## src/rtl/guess_scorer.sv

```systemverilog
// Mastermind guess scorer: scores committed guesses against a hidden 4-digit secret,
// tracks turns and win/lose, and generates the secret from a free-running LFSR.
module guess_scorer #(
  parameter int NUM_COLORS = 6,
  parameter int MAX_TURNS  = 8
) (
  input  logic        clk,
  input  logic        reset,
  input  logic        new_game,
  input  logic        load_secret,
  input  logic [11:0] secret_in,
  input  logic        score_req,
  input  logic [2:0]  guess3,
  input  logic [2:0]  guess2,
  input  logic [2:0]  guess1,
  input  logic [2:0]  guess0,
  output logic [2:0]  exact,
  output logic [2:0]  partial,
  output logic        score_valid,
  output logic        busy,
  output logic [3:0]  turns_used,
  output logic        win,
  output logic        lose,
  output logic [11:0] reveal,
  output logic [2:0]  dbg_state
);

  // Control inputs are single-cycle pulses with no backpressure: score_req is only
  // accepted in READY (otherwise dropped), and score_valid is a one-cycle pulse.
  typedef enum logic [2:0] {
    S_NO_GAME = 3'd0,
    S_GEN     = 3'd1,
    S_READY   = 3'd2,
    S_EXACT   = 3'd3,
    S_COUNT   = 3'd4,
    S_DONE    = 3'd5,
    S_OVER    = 3'd6
  } state_e;

  localparam logic [3:0]  NC        = 4'(NUM_COLORS);
  localparam logic [2:0]  LAST_C    = 3'(NUM_COLORS - 1);
  localparam logic [3:0]  MAX_T     = 4'(MAX_TURNS);
  localparam logic [15:0] LFSR_TAPS = 16'hB400;
  localparam logic [15:0] LFSR_SEED = 16'hACE1;

  state_e      state_q, state_d;
  logic [15:0] lfsr_q, lfsr_d;
  logic [11:0] secret_q, secret_d;
  logic [11:0] guess_q, guess_d;
  logic [3:0]  match_q, match_d;
  logic [2:0]  cnt_q, cnt_d;        // GEN digit index, or COUNT colour
  logic [2:0]  ex_acc_q, ex_acc_d;
  logic [2:0]  pa_acc_q, pa_acc_d;
  logic [2:0]  exact_q, exact_d;
  logic [2:0]  partial_q, partial_d;
  logic        sv_q, sv_d;
  logic [3:0]  turns_q, turns_d;
  logic        win_q, win_d;
  logic        lose_q, lose_d;

  logic [3:0]  gen_sub;
  logic [2:0]  gen_digit;
  logic [3:0]  eq_mask;
  logic [2:0]  mask_pop;
  logic [2:0]  sec_hits;
  logic [2:0]  gue_hits;
  logic [2:0]  color_min;

  assign lfsr_d = lfsr_q[0] ? ((lfsr_q >> 1) ^ LFSR_TAPS) : (lfsr_q >> 1);

  // Datapath helpers: folded LFSR digit, position match mask, per-colour unmatched counts.
  always_comb begin
    gen_sub   = {1'b0, lfsr_q[2:0]} - NC;
    gen_digit = ({1'b0, lfsr_q[2:0]} >= NC) ? gen_sub[2:0] : lfsr_q[2:0];
    eq_mask   = '0;
    mask_pop  = '0;
    sec_hits  = '0;
    gue_hits  = '0;
    for (int p = 0; p < 4; p++) begin
      eq_mask[p] = (secret_q[3*p +: 3] == guess_q[3*p +: 3]);
      mask_pop   = mask_pop + {2'b00, eq_mask[p]};
      if (!match_q[p] && (secret_q[3*p +: 3] == cnt_q)) sec_hits = sec_hits + 3'd1;
      if (!match_q[p] && (guess_q[3*p +: 3] == cnt_q))  gue_hits = gue_hits + 3'd1;
    end
    color_min = (sec_hits < gue_hits) ? sec_hits : gue_hits;
  end

  always_comb begin
    state_d   = state_q;
    secret_d  = secret_q;
    guess_d   = guess_q;
    match_d   = match_q;
    cnt_d     = cnt_q;
    ex_acc_d  = ex_acc_q;
    pa_acc_d  = pa_acc_q;
    exact_d   = exact_q;
    partial_d = partial_q;
    sv_d      = 1'b0;
    turns_d   = turns_q;
    win_d     = win_q;
    lose_d    = lose_q;
    if (load_secret || new_game) begin
      win_d     = 1'b0;
      lose_d    = 1'b0;
      turns_d   = '0;
      exact_d   = '0;
      partial_d = '0;
      cnt_d     = '0;
      if (load_secret) begin
        secret_d = secret_in;
        state_d  = S_READY;
      end else begin
        state_d  = S_GEN;
      end
    end else begin
      case (state_q)
        S_GEN: begin
          for (int k = 0; k < 4; k++) begin
            if (cnt_q[1:0] == 2'(k)) secret_d[3*k +: 3] = gen_digit;
          end
          cnt_d = cnt_q + 3'd1;
          if (cnt_q == 3'd3) state_d = S_READY;
        end
        S_READY: begin
          if (score_req) begin
            guess_d = {guess3, guess2, guess1, guess0};
            state_d = S_EXACT;
          end
        end
        S_EXACT: begin
          match_d  = eq_mask;
          ex_acc_d = mask_pop;
          pa_acc_d = '0;
          cnt_d    = '0;
          state_d  = S_COUNT;
        end
        S_COUNT: begin
          pa_acc_d = pa_acc_q + color_min;
          if (cnt_q == LAST_C) state_d = S_DONE;
          else                 cnt_d   = cnt_q + 3'd1;
        end
        S_DONE: begin
          exact_d   = ex_acc_q;
          partial_d = pa_acc_q;
          sv_d      = 1'b1;
          turns_d   = turns_q + 4'd1;
          if (ex_acc_q == 3'd4) begin
            win_d   = 1'b1;
            state_d = S_OVER;
          end else if ((turns_q + 4'd1) == MAX_T) begin
            lose_d  = 1'b1;
            state_d = S_OVER;
          end else begin
            state_d = S_READY;
          end
        end
        default: ;
      endcase
    end
  end

  always_ff @(posedge clk) begin
    if (reset) begin
      state_q   <= S_NO_GAME;
      lfsr_q    <= LFSR_SEED;
      secret_q  <= '0;
      guess_q   <= '0;
      match_q   <= '0;
      cnt_q     <= '0;
      ex_acc_q  <= '0;
      pa_acc_q  <= '0;
      exact_q   <= '0;
      partial_q <= '0;
      sv_q      <= 1'b0;
      turns_q   <= '0;
      win_q     <= 1'b0;
      lose_q    <= 1'b0;
    end else begin
      state_q   <= state_d;
      lfsr_q    <= lfsr_d;
      secret_q  <= secret_d;
      guess_q   <= guess_d;
      match_q   <= match_d;
      cnt_q     <= cnt_d;
      ex_acc_q  <= ex_acc_d;
      pa_acc_q  <= pa_acc_d;
      exact_q   <= exact_d;
      partial_q <= partial_d;
      sv_q      <= sv_d;
      turns_q   <= turns_d;
      win_q     <= win_d;
      lose_q    <= lose_d;
    end
  end

  assign exact       = exact_q;
  assign partial     = partial_q;
  assign score_valid = sv_q;
  assign busy        = (state_q == S_GEN) || (state_q == S_EXACT) ||
                       (state_q == S_COUNT) || (state_q == S_DONE);
  assign turns_used  = turns_q;
  assign win         = win_q;
  assign lose        = lose_q;
  assign reveal      = (win_q || lose_q) ? secret_q : 12'h000;
  assign dbg_state   = state_q;

endmodule

```

## config.mk

```make
export PLATFORM = sky130hd
export DESIGN_NAME = guess_scorer
export DESIGN_NICKNAME = d
export VERILOG_FILES = /design/src/rtl/guess_scorer.sv
export SDC_FILE = /design/constraint.sdc
export NUM_CORES = 1
export LEC_CHECK = 0
export CORE_MARGIN = 4
export CORE_UTILIZATION = 35
export CTS_CLUSTER_DIAMETER = 50
export DETAILED_ROUTE_END_ITERATION = 12
export HOLD_SLACK_MARGIN = 0.1
export SKIP_LAST_GASP = 1
export SYNTH_ARGS = -nofsm -noshare
export SYNTH_HDL_FRONTEND = slang
export SYNTH_SLANG_ARGS = --single-unit
```

## constraint.sdc

```tcl
create_clock -name clk -period 5.9 [get_ports clk]
set_clock_uncertainty 0.2 [all_clocks]
set_input_delay 1.18 -clock clk [delete_from_list [all_inputs] [get_ports clk]]
set_output_delay 1.18 -clock clk [all_outputs]
set_load 0.005 [all_outputs]
```

### Yosys cells after proc, flatten, opt, wreduce, memory -nomap -nowiden

Cells that the tools add are included.

* register bits: 69
* input bits: 29
* word-level logic and storage cells: 133

* mux-type cells: 31
* $lt $le $gt $ge: 2
* bitwise operators: 3
* equal/unequal tests: 29
* reduce and logical (&&, ||, !) cells: 38
* add/subtract/negate cells: 13

Operator list (count)
* $mux W3: 17
* $mux W12: 4
* $eq A3 B3 Y1: 12
* $reduce_and A3 Y1: 6
* $mux W16: 1
* $add A3 B1 Y3 const B: 5
* $pmux W3 S5: 1
* $eq A3 B3 Y1 const B: 4
* $reduce_bool A2 Y1: 6
* $eq A3 B2 Y1 const B: 3
* $ne A3 B3 Y1 const B: 3
* $pmux W3 S3: 1
* $logic_and A1 B1 Y1: 8
* $reduce_and A2 Y1: 4
* $mux W2: 3
* $pmux W3 S2: 1
* $reduce_bool A6 Y1: 1
* $logic_or A1 B1 Y1: 5
* $add A1 B1 Y2 const B: 2
* $add A4 B1 Y4 const B: 1
* $eq A2 B2 Y1 const B: 2
* $eq A4 B4 Y1 const B: 1
* $logic_not A1 Y1: 4
* $ne A2 B2 Y1 const B: 2
* 16 further kinds: 19

### Longest topological paths before layout

Gate-level depths: netlist of run 1.

* depth after elaboration: 13
* depth in mapped cells: 23
* depth with buffers taken out: 22

### Least setup slack after synthesis of run 1

Ideal clock, no wire load.

* path kind: reg2reg
* from: register cnt_q[2]
* to: register pa_acc_q[2]
* slack: 1.365 ns
* stages on the path, launching flop included: 21
* clock period less this slack: 4.535 ns
* setup time: 0.128 ns
* buffers on the path: 1
* data arrival time: 4.207 ns
* required time: 5.572 ns
* path through: dfxtp_1 buf_6 xor2_1 or4_1 inv_1 ha_1 nor2_1 or4b_4 nand2_1 ha_1 mux2_2 ha_1 a21oi_1 a22oi_1 ha_1 fa_1 xnor2_1 nor3_1 a21o_1 a22oi_1 nor2_1

* cells in the longest elaborated chain, start to end: 13
* elaborated cells between the ends (all ways): 34
* those cells by class: add/sub: 7; order compare: 1; eq/ne: 8; mux: 10; reduce/logical: 8

RTL lines
* start: declaration: RTL line 51 `logic [2:0] cnt_q, cnt_d;`
* start signal: assignment: RTL line 184 `cnt_q <= cnt_d;`
* $eq A3 B3 Y1 (on tied branches): RTL line 82, 83
* $logic_and A1 B1 Y1 (on tied branches): RTL line 82, 83
* $mux W1 (on tied branches): RTL line 82, 83
* $add A1 B1 Y2 (on tied branches): RTL line 82, 83
* $mux W2 (on tied branches): RTL line 82, 83
* $add A3 B1 Y3 (on tied branches): RTL line 82, 83
* $mux W3 (on tied branches): RTL line 82, 83
* $add A3 B1 Y3 (on tied branches): RTL line 82, 83
* $mux W3 (on tied branches): RTL line 82, 83
* $lt A3 B3 Y1: RTL line 85 `color_min = (sec_hits < gue_hits) ? sec_hits : gue_hits;`
* $mux W3 (*): RTL line 85
* $add A3 B3 Y3 (*): RTL line 138 `pa_acc_d = pa_acc_q + color_min;`
* $pmux W3 S2 (*): RTL line 116 `case (state_q)`
* end signal: assignment: RTL line 186 `pa_acc_q <= pa_acc_d;`
* end: declaration: RTL line 53 `logic [2:0] pa_acc_q, pa_acc_d;`

Mark *: on every way between the ends. The rest lies on a longest branch, timed or not.
A chain may end at the register's enable or synchronous reset.

### Final worst setup path of run 1

* from: register cnt_q[1]
* to: register pa_acc_q[2]

Same word-level chain as after synthesis.

==> results of run 1 <==
==> path summary, 6_finish.rpt <==
| check | from | to | slack, ns | cells past startpoint |
|---|---|---|---|---|
| worst min register to register | lfsr_q[8]$_SDFF_PP0_ | lfsr_q[7]$_SDFF_PP1_ | 0.22 | 1 |
| worst min-delay path | lfsr_q[8]$_SDFF_PP0_ | lfsr_q[7]$_SDFF_PP1_ | 0.22 | 1 |
| worst max-delay path | cnt_q[1]$_SDFFE_PP0P_ | pa_acc_q[2]$_SDFFE_PP0P_ | 0.88 | 21 |
| worst max register to register | cnt_q[1]$_SDFFE_PP0P_ | pa_acc_q[2]$_SDFFE_PP0P_ | 0.88 | 21 |
==> through the flow <==
| stage | utilization [%] | power [mW] | area (µm²) |
|---|---|---|---|
| 6_report | 45.1 | 1.10 | 4470 |
| 5_1_grt | 45.1 | 1.18 | 4470 |
| 4_1_cts | 45.1 | 1.12 | 4470 |
| 3_5_place_dp | 43.0 | 0.722 | 4270 |
| 3_3_place_gp | 43.0 | 0.714 | 4270 |
| 2_1_floorplan | - | 0.660 | 3620 |
==> cell usage after synthesis, drive strengths merged (2+ instances only) <==
cell	instances	share of area, %
fa	2	1.1
and3	3	0.66
nor2b	20	3.5
buf	3	0.93
nor4	6	1.0
or4	3	0.62
nand4	2	0.35
dfxtp	69	38
nand2b	3	0.52
a21oi	56	7.8
nor2	61	6.3
ha	18	6.2
xor2	27	6.5
nand3	6	0.83
nor3	3	0.42
mux2i	8	2.2
or2	10	1.7
nor3b	4	0.83
inv	16	1.7
xnor2	20	4.8
nand2	55	5.7
and4	2	0.48
a31oi	4	0.69
a22oi	4	0.83
o21ai	4	0.55
clkbuf	18	1.9
==> final cells by class <==
cell class / count / area [µm²]
tap: 133 / 166
fill: 1032 / 5440
sequential: 69 / 1380
multi-input combinational: 335 / 2080
inverter: 16 / 60.1
clock inverter: 6 / 70.1
timing repair buffer: 58 / 578
clock buffer: 10 / 138
==> worst max-delay path, cell delays in order (launching register included) <==
cell                      delay (ns)
sky130_fd_sc_hd__dfxtp_1        0.71
sky130_fd_sc_hd__xor2_1         0.12
sky130_fd_sc_hd__or4_1          0.52
sky130_fd_sc_hd__inv_1          0.08
sky130_fd_sc_hd__ha_1           0.25
sky130_fd_sc_hd__nor2_1         0.08
sky130_fd_sc_hd__or4b_4         0.47
sky130_fd_sc_hd__nand2_1        0.09
sky130_fd_sc_hd__ha_1           0.13
sky130_fd_sc_hd__nand2_1        0.06
sky130_fd_sc_hd__xor2_1         0.19
sky130_fd_sc_hd__ha_1           0.29
sky130_fd_sc_hd__inv_1          0.06
sky130_fd_sc_hd__a21oi_1        0.26
sky130_fd_sc_hd__a22oi_1        0.12
sky130_fd_sc_hd__ha_1           0.21
sky130_fd_sc_hd__fa_1           0.37
sky130_fd_sc_hd__xnor2_1        0.22
sky130_fd_sc_hd__nor3_1         0.07
sky130_fd_sc_hd__a21o_1         0.17
sky130_fd_sc_hd__a22oi_1        0.17
sky130_fd_sc_hd__nor2_1         0.05
==> state kept, by name (all words and copies together) (netlist names) <==
name,count
cnt_q,3
dbg_state,3
ex_acc_q,3
exact,3
guess_q,12
lfsr_q,16
lose,1
match_q,4
pa_acc_q,3
partial,3
score_valid,1
secret_q,12
turns_used,4
win,1
==> cell families (layout without fill, tap and decap cells) <==
kind of cell | Yosys count | count (layout) | share of synthesized area (%)
DFF | 69 | 69 | 38.2
muxes | 9 | 9 | 2.53
adders and majority gates | 20 | 20 | 7.34
and+or+nand+nor | 184 | 184 | 24.4
buffers and inverters | 37 | 90 | 4.46
AOI/OAI and AO/OA | 75 | 75 | 11.7
xor gates and xnor gates | 47 | 47 | 11.4
==> routing by layer <==
layer | global-route usage [%] | part of all wire (%)
met4 | 5.43 | 1.8
met5 | 0 | 0
met1 | 19.4 | 46
met3 | 3.64 | 3.5
met2 | 24.4 | 49
==> power by group through the flow <==
stage,Clock (mW),Combinational (mW),Sequential (mW)
2_1_floorplan,0,0.160,0.500
3_3_place_gp,0,0.207,0.507
3_5_place_dp,0,0.215,0.507
4_1_cts,0.410,0.218,0.496
5_1_grt,0.429,0.250,0.498
6_report,0.395,0.214,0.496
==> reports/summary.md, run 1 <==
The run finished with clean final reports. Global routing usage summed across all routing layers: 15.0%. Combinational logic burns 19.4% of the power. The worst slew margin relative to its limit came out at 27.4%. The finished layout holds 627 standard cells, fillers aside.

Once placement completed, the tool counted placed cells totaling 611. Number of antenna violations at the first check in global routing: 0. The summed instance area of the synthesized netlist came out at 3620 µm². The count of buffers added on input and output ports is 57.

Prior to clock tree synthesis, the placed netlist has a worst setup slack of 0.893 ns. The kind of end point of the critical path is a flop. The first routing iteration left 94 violations. The floorplan step set the die height to 110 µm. Fraction of the cycle the final worst path needs: 85.1%.

The power density of the placed cells is 247 nW/µm². Largest fanout on the critical path: 12. The tools report the overall via count from detail_route as 3016. The average via count per standard cell was 4.81. For the number of warnings printed during yosys synthesis, the log shows 0.

The logs give 0 for the remaining number of nets flagged by the antenna check after routing and 0 for the total setup buffers inserted after CTS. The hold slack is 0.216 ns, and the number of max-cap violations is 0. For the leakage component of the power, the log shows 1.82 nW.

The count of unresolved DRC violations after routing was 0. The first global-routing pass estimated 14.1 mm of wire. Internal power of the cells: 794 µW. After clock tree synthesis, the flow added hold-fix buffers numbering 0. The signed area change from the synthesized netlist to the final layout works out to 23.7%. The horizontal die dimension is 110 µm, and the routability congestion estimate from global placement is 0.843. The logs give 12000 µm² for the overall die area and 36.5% for the starting utilization of the core area. Yosys mapped a number of flops with a built-in enable equal to 0. Clock-pin slew was measured on the worst setup and hold paths at 0.08 ns.

The average instance in the mapped netlist occupies 8.20 µm². Sequential cells were found to cover 38.2% of the synthesized design area. IR analysis of the VDD net gives a maximum drop of 169 µV.

The total overflow left after global routing is 0. The path class of the lowest-slack min-delay path was reg -> reg. In this run, distinct cell masters in the synthesized netlist total 43.

In this run, synthesis produced a sequential element count of 69. Clock tree synthesis found a total of 69 sinks. Buffers inserted during clock tree synthesis total 9.

The logs give 490 for the synthesized netlist net count and 0 ns for the final sum of negative setup slack. For the via count of the first global-routing pass, the log shows 2831. The total count of hold-check failures in the final report was 0; the max-slew violation total from the final report was 0. Sequential share of power: 44.9%. The repair_antennas step left the layout with diodes totalling 0. Subtracting the final worst setup slack from the clock period gives 5.02 ns. The count of final setup violators came out at 0. The tools report the row count as 36. The maximum number of pins on one net before global-route repair came out at 54.

The net count reported at finish was 538. During I/O placement, the number of pins put on the boundary was 58. Post-CTS repair changed the size of 0 cells.

The run gives 199 MHz as the highest attainable clock frequency. For the pin with the worst max-slew slack, the measured transition is 1.08 ns. The wire length reported by the detailed router was 8.55 mm; the number of instances in the synthesized netlist was 441. The clock passes through at most 2 buffers. The run gives 0.34 ns as the clock latency on the worst-skew pair. The run gives 5.04 ns as the critical path arrival. Leaving out fill and tap cells, the most frequent cell in the layout is sky130_fd_sc_hd__dfxtp_1. The routed wirelength normalized by instance count works out to 13.6 µm.

In the layout the commonest cells are 69 x sky130_fd_sc_hd__dfxtp_1, 61 x sky130_fd_sc_hd__nor2_1, 57 x sky130_fd_sc_hd__clkdlybuf4s50_1. The H-tree was split into 3 levels. The placeable core region is 9910 µm², and the fraction of power spent switching nets is 28.2%. After layout, the worst setup slack is 0.882 ns. For the total iterations of the first detailed-routing run, the log shows 4. The share of async-settable or async-resettable flops after synthesis is 0%.

Detailed placement ended at an HPWL of 6.65 mm. The primary flip-flop cell chosen by synthesis mapping was sky130_fd_sc_hd__dfxtp_1. The tree is rooted in a sky130_fd_sc_hd__clkbuf_8. The critical path is of the reg -> reg type. Net switching power: 311 µW. Setup repair after global routing left no endpoint under its margin.

TritonCTS built the clock tree. STA puts the critical path data required time at 5.92 ns. The worst setup path is launched from a flop. The share of total power in the clock network was 35.7%.

In the final layout, the share of cells above drive strength 1 is 5.87%.
(Power assumes the default switching activity.)
==> run 2: changes to the inputs <==
--- a/config.mk
+++ b/config.mk
@@ -10,6 +10,7 @@
 export CTS_CLUSTER_DIAMETER = 50
 export DETAILED_ROUTE_END_ITERATION = 12
 export HOLD_SLACK_MARGIN = 0.1
+export SKIP_CTS_REPAIR_TIMING = 1
 export SKIP_LAST_GASP = 1
 export SYNTH_ARGS = -nofsm -noshare
 export SYNTH_HDL_FRONTEND = slang
==> results of run 2 <==
The final DEF is identical to that of run 1; final timing and power are the same.
